--- config.mk ---
export PLATFORM = sky130hd
export DESIGN_NAME = div_bcd_formatter
export DESIGN_NICKNAME = d
export VERILOG_FILES = /design/src/rtl/div_bcd_formatter.sv
export SDC_FILE = /design/constraint.sdc
export NUM_CORES = 1
export LEC_CHECK = 0
export CAP_MARGIN = 10
export CORE_UTILIZATION = 54
export DETAILED_ROUTE_END_ITERATION = 7
export HOLD_SLACK_MARGIN = 0.08
export PLACE_DENSITY = 0.88
export SLEW_MARGIN = 5
export SYNTH_ARGS = -nofsm -noshare
export SYNTH_HDL_FRONTEND = slang
export SYNTH_SLANG_ARGS = --single-unit
--- constraint.sdc ---
create_clock -name clk -period 5.45 [get_ports clk]
set_input_delay 1.635 -clock clk [delete_from_list [all_inputs] [get_ports clk]]
set_output_delay 1.635 -clock clk [all_outputs]
set_load 0.1 [all_outputs]
--- src/rtl/div_bcd_formatter.sv ---
// div_bcd_formatter
//   Converts the 16-bit quotient and remainder of the ALU divider into packed
//   BCD for the display/readout stage. It uses one shared double-dabble
//   (shift-and-add-3) engine, so the quotient is converted first and the
//   remainder second.
//
// Ports
//   clk        : single clock, rising edge
//   reset_a    : asynchronous active-high reset
//   done       : divider completion pulse (qualifies quotient/remainder/overflow)
//   quotient   : divider quotient, unsigned
//   remainder  : divider remainder, unsigned
//   overflow   : divider overflow / divide-by-zero flag
//   q_bcd      : packed BCD quotient, digit 0 in [3:0]
//   r_bcd      : packed BCD remainder
//   ovf        : last reported result was an overflow
//   valid      : one-cycle strobe, q_bcd/r_bcd/ovf just updated
//   busy       : conversion in progress, done is not accepted
//   lost       : sticky, a done was dropped while busy (cleared by reset only)
//   dbg_state  : current FSM state (IDLE=0, CONV_Q=1, CONV_R=2)
//
// Handshake: the producer has no back-pressure. A done sampled while busy=0
//   is accepted. A done sampled while busy=1 is dropped and sets lost.
//   valid is a single-cycle strobe with no ready. The consumer must take
//   the result in that cycle, although the outputs hold their values until
//   the next valid.
module div_bcd_formatter #(
  parameter int WIDTH  = 16,
  parameter int DIGITS = 5
) (
  input  logic                  clk,
  input  logic                  reset_a,
  input  logic                  done,
  input  logic [WIDTH-1:0]      quotient,
  input  logic [WIDTH-1:0]      remainder,
  input  logic                  overflow,
  output logic [DIGITS*4-1:0]   q_bcd,
  output logic [DIGITS*4-1:0]   r_bcd,
  output logic                  ovf,
  output logic                  valid,
  output logic                  busy,
  output logic                  lost,
  output logic [1:0]            dbg_state
);

  localparam int BW = DIGITS * 4;
  localparam int CW = $clog2(WIDTH);
  localparam logic [CW-1:0] LAST = CW'(WIDTH - 1);

  typedef enum logic [1:0] {
    IDLE   = 2'd0,
    CONV_Q = 2'd1,
    CONV_R = 2'd2
  } state_t;

  state_t          state_q, state_d;
  logic [CW-1:0]   cnt_q, cnt_d;
  logic [WIDTH-1:0] sr_q, sr_d;
  logic [WIDTH-1:0] hold_q, hold_d;
  logic [BW-1:0]   acc_q, acc_d;
  logic [BW-1:0]   qint_q, qint_d;
  logic [BW-1:0]   q_bcd_q, q_bcd_d;
  logic [BW-1:0]   r_bcd_q, r_bcd_d;
  logic            ovf_q, ovf_d;
  logic            valid_q, valid_d;
  logic            lost_q, lost_d;

  // One double-dabble step: add 3 to every digit >= 5, then shift
  // {acc, sr} left by one bit.
  logic [BW-1:0]    acc_adj;
  logic [BW-1:0]    acc_shift;
  logic [WIDTH-1:0] sr_shift;

  always_comb begin
    acc_adj = acc_q;
    for (int i = 0; i < DIGITS; i++) begin
      if (acc_q[i*4 +: 4] >= 4'd5) begin
        acc_adj[i*4 +: 4] = acc_q[i*4 +: 4] + 4'd3;
      end
    end
    acc_shift = {acc_adj[BW-2:0], sr_q[WIDTH-1]};
    sr_shift  = {sr_q[WIDTH-2:0], 1'b0};
  end

  always_comb begin
    state_d = state_q;
    cnt_d   = cnt_q;
    sr_d    = sr_q;
    hold_d  = hold_q;
    acc_d   = acc_q;
    qint_d  = qint_q;
    q_bcd_d = q_bcd_q;
    r_bcd_d = r_bcd_q;
    ovf_d   = ovf_q;
    valid_d = 1'b0;
    lost_d  = lost_q | (done && (state_q != IDLE));

    case (state_q)
      IDLE: begin
        if (done) begin
          if (overflow) begin
            // Overflow is reported on the capture edge and needs no conversion.
            q_bcd_d = {BW{1'b1}};
            r_bcd_d = {BW{1'b1}};
            ovf_d   = 1'b1;
            valid_d = 1'b1;
          end else begin
            sr_d    = quotient;
            hold_d  = remainder;
            acc_d   = '0;
            cnt_d   = '0;
            state_d = CONV_Q;
          end
        end
      end

      CONV_Q: begin
        acc_d = acc_shift;
        sr_d  = sr_shift;
        cnt_d = cnt_q + CW'(1);
        if (cnt_q == LAST) begin
          // The quotient is complete. Park it and reuse the engine for the remainder.
          qint_d  = acc_shift;
          sr_d    = hold_q;
          acc_d   = '0;
          cnt_d   = '0;
          state_d = CONV_R;
        end
      end

      CONV_R: begin
        acc_d = acc_shift;
        sr_d  = sr_shift;
        cnt_d = cnt_q + CW'(1);
        if (cnt_q == LAST) begin
          q_bcd_d = qint_q;
          r_bcd_d = acc_shift;
          ovf_d   = 1'b0;
          valid_d = 1'b1;
          acc_d   = '0;
          cnt_d   = '0;
          state_d = IDLE;
        end
      end

      default: state_d = IDLE;
    endcase
  end

  always_ff @(posedge clk or posedge reset_a) begin
    if (reset_a) begin
      state_q <= IDLE;
    end else begin
      state_q <= state_d;
    end
  end

  always_ff @(posedge clk or posedge reset_a) begin
    if (reset_a) begin
      cnt_q   <= '0;
      sr_q    <= '0;
      hold_q  <= '0;
      acc_q   <= '0;
      qint_q  <= '0;
      q_bcd_q <= '0;
      r_bcd_q <= '0;
      ovf_q   <= 1'b0;
      valid_q <= 1'b0;
      lost_q  <= 1'b0;
    end else begin
      cnt_q   <= cnt_d;
      sr_q    <= sr_d;
      hold_q  <= hold_d;
      acc_q   <= acc_d;
      qint_q  <= qint_d;
      q_bcd_q <= q_bcd_d;
      r_bcd_q <= r_bcd_d;
      ovf_q   <= ovf_d;
      valid_q <= valid_d;
      lost_q  <= lost_d;
    end
  end

  assign q_bcd     = q_bcd_q;
  assign r_bcd     = r_bcd_q;
  assign ovf       = ovf_q;
  assign valid     = valid_q;
  assign busy      = (state_q != IDLE);
  assign lost      = lost_q;
  assign dbg_state = state_q;

endmodule

==> impl_metrics.tcl <==
set metrics [dict create \
    crit_type "reg -> out" \
    ys.warnings.count 0 \
    yosys-top-cells-area "dfrtp_1 55%, mux2_2 4.9%, o21ai_0 4.4%" \
    drtIter0Drc 268 \
    initial_core_util_pct 55.86 \
    synth_area_per_cell_sq_um 11.24 \
    critPathLaunchType "register" \
    antenna_found_initial 0 \
    endpoint_kind "output port" \
    synth.top_cells.by_count "121 x dfrtp_1, 56 x nand2_1, 48 x o21ai_0" \
    cts_setup_buffers 0 \
    die_x_um 102.8 \
    htreeDepth 4 \
    worst_pin_slew_ns 0.9897 \
    synth_area_sq_mm 0.005485 \
    multiInputGateArea_sq_mm 0.002226 \
    final_cell_count_no_fill 710 \
    syn-num-nets 538 \
    drtPass1Iterations 4 \
    finalHoldViolCount 0 \
    grt_use_total_pct 25.62 \
    clkLatencyLatePin_ns 0.52 \
    synthToLayoutAreaGrowth_pct 25.55 \
    pwr-share-comb_pct 25.1 \
    cp.arrival_ns 2.70 \
    viasPerCell 5.831 \
    portBuffers 81 \
    synth_flop_cell "dfrtp_1" \
    slew_viol_final 0 \
    grt_max_degree 74 \
    numCtsBuffers 17 \
    synth_edf_count 0 \
    grt_pass1_vias 4170 \
    worstPathRequired_ns 3.82 \
    period_needed_ns 4.338 \
    drv_cap 0 \
    p_int_mw 1.984 \
    ys_ff_latch 121 \
    ir_drop_v 0.0003969 \
    seq_area_frac_synth_pct 55.20 \
    slew_headroom_pct 33.82 \
    skew_ns 0.007765 \
    rrSetupSlack_ns 2.18 \
    final-seq-area_sq_mm 0.003028 \
    p_leak_nw 2.806 \
    dp_hpwl_mm 7.852 \
    row_count 36 \
    cts.repair.resized 0 \
    swShare_pct 33.60 \
    gp_congestion 0.8137 \
    tns_ns 0 \
    final_nets 614 \
    netlist.area_leader.share_pct 55.20 \
    fp.dieH_um 102.8 \
    cts.path.max_buffers 2 \
    synthArstFlopShare_pct 100.0 \
    crit_fanout 6 \
    final-setup-viol-count 0 \
    synth_cell_type_count 48 \
    fin_crit_sh_pct 79.59 \
    hold_class "reg -> reg" \
    synth_top_area_cell "dfrtp_1" \
    core-area_sq_mm 0.009819 \
    drive_above_1_share_pct 14.38 \
    power_frac_seq_pct 39.2 \
    p_sw_mw 1.004 \
    p_total_mw 2.988 \
    antenna_left 0 \
    grt_pass1_wl_mm 20.44 \
    num_io_pins 82 \
    vias 4140 \
    tritoncts "done" \
    syn-instance-count 488 \
    cts_num_sinks 121 \
    status "finished, final reports clean" \
    dp_cells 678 \
    wirelength_mm 12.07 \
    die-area_sq_mm 0.01056 \
    rsz0062_at_grt "false" \
    yosysMostFrequentCell "dfrtp_1" \
    clk_pin_slew_worst_paths_ns 0.06 \
    power_density_mw_per_mm2 433.8 \
    gr-total-overflow 0 \
    cts-root-buf "clkbuf_8" \
    max_freq_ghz 0.2305 \
    diodes 0 \
    clock_power_share_pct 35.7 \
    drc 0 \
    fill_cells 705 \
    ctsHoldBuffers 0 \
    wl_per_cell_um 17.00 \
]
[per-layer routing]
layer / wire length, um / share of wire, % / track usage (%)
met2: 6015 / 50 / 41.23
met3: 565 / 4.7 / 6.169
met4: 193 / 1.6 / 8.992
met5: 0 / 0 / 0
met1: 5296 / 44 / 34.23
[logic make-up after synthesis]
kind of cell             after synthesis  synth area share, %
XOR/XNOR                               5               0.7983
AND/OR/NAND/NOR                      126                11.47
flip-flops                           121                55.20
buffers and inverters                 43                4.357
AO/OA/AOI/OAI                        154                19.87
adder cells (fa/ha/maj)               14                3.193
multiplexers                          25                5.110
[power groups by stage]
stage	Combinational, mW	Sequential [mW]	Clock [mW]
finish	0.751	1.17	1.07
global placement	0.703	1.17	0
CTS	0.749	1.17	1.07
detailed placement	0.740	1.18	0
floorplan	0.564	1.18	0
global route	0.828	1.19	1.12
[state kept, by name, summed over array words and instances (netlist names)]
| register | cells |
|---|---|
| acc_q | 20 |
| q_bcd | 20 |
| qint_q | 20 |
| r_bcd | 20 |
| hold_q | 16 |
| sr_q | 16 |
| cnt_q | 4 |
| dbg_state | 2 |
| lost | 1 |
| ovf | 1 |
| valid | 1 |
[metrics by stage]
step | cell area, sq um | setup WS (ns) | hold WS, ns | utilization (%)
after global routing | 6887 | 1.046 | 0.4769 | 70.13
after CTS | 6887 | 1.114 | 0.4636 | 70.13
after floorplan | 5485 | 0.6008 | 0.4463 | -
final | 6887 | 1.113 | 0.4583 | 70.13
after detailed placement | 6320 | 1.548 | 0.4459 | 64.36
after global placement | 6320 | 1.651 | 0.4523 | 64.36
[critical path, stage by stage, from the launching register on]
cell	delay [ns]
dfrtp_1	0.39
inv_1	0.09
ha_1	0.34
inv_1	0.19
clkdlybuf4s50_1	1.16
[area by class of cell]
type | instances | share of cell area (%)
flip-flops and latches | 121 | 43.97
repair buffers | 85 | 12.21
clock inverters | 15 | 2.217
inverters | 15 | 0.8539
multi-input cells | 324 | 32.32
well taps | 133 | 2.416
clock buffers | 17 | 6.014
[worst paths after layout]
| check | cells past startpoint | end | from |
|---|---|---|---|
| min reg2reg | 1 | lost$_DFF_PP0_ | lost$_DFF_PP0_ |
| min | 1 | lost$_DFF_PP0_ | lost$_DFF_PP0_ |
| max reg2reg | 6 | acc_q[14]$_DFFE_PP0P_ | dbg_state[0]$_DFFE_PP0P_ |
| max | 4 | busy | dbg_state[0]$_DFFE_PP0P_ |
| max in group asynchronous | 3 | q_bcd[2]$_DFFE_PP0P_ | reset_a |
| min in group asynchronous | 2 | hold_q[10]$_DFFE_PP0P_ | reset_a |
[layout by cell type, fill, tap and decap left out, types with 6 or more instances in the layout]
master	Yosys	final
a21oi_1	35	35
a221oi_2	9	9
a22o_1	6	6
clkbuf_16	0	16
clkdlybuf4s50_1	0	81
dfrtp_1	121	121
ha_1	14	14
inv_1	14	13
mux2_2	24	24
nand2_1	56	56
nand2b_1	7	7
nor2_1	33	33
nor3b_1	9	9
o21ai_0	48	48
o22a_1	22	22
o31ai_1	15	15
Power figures use the tool's default switching activity.
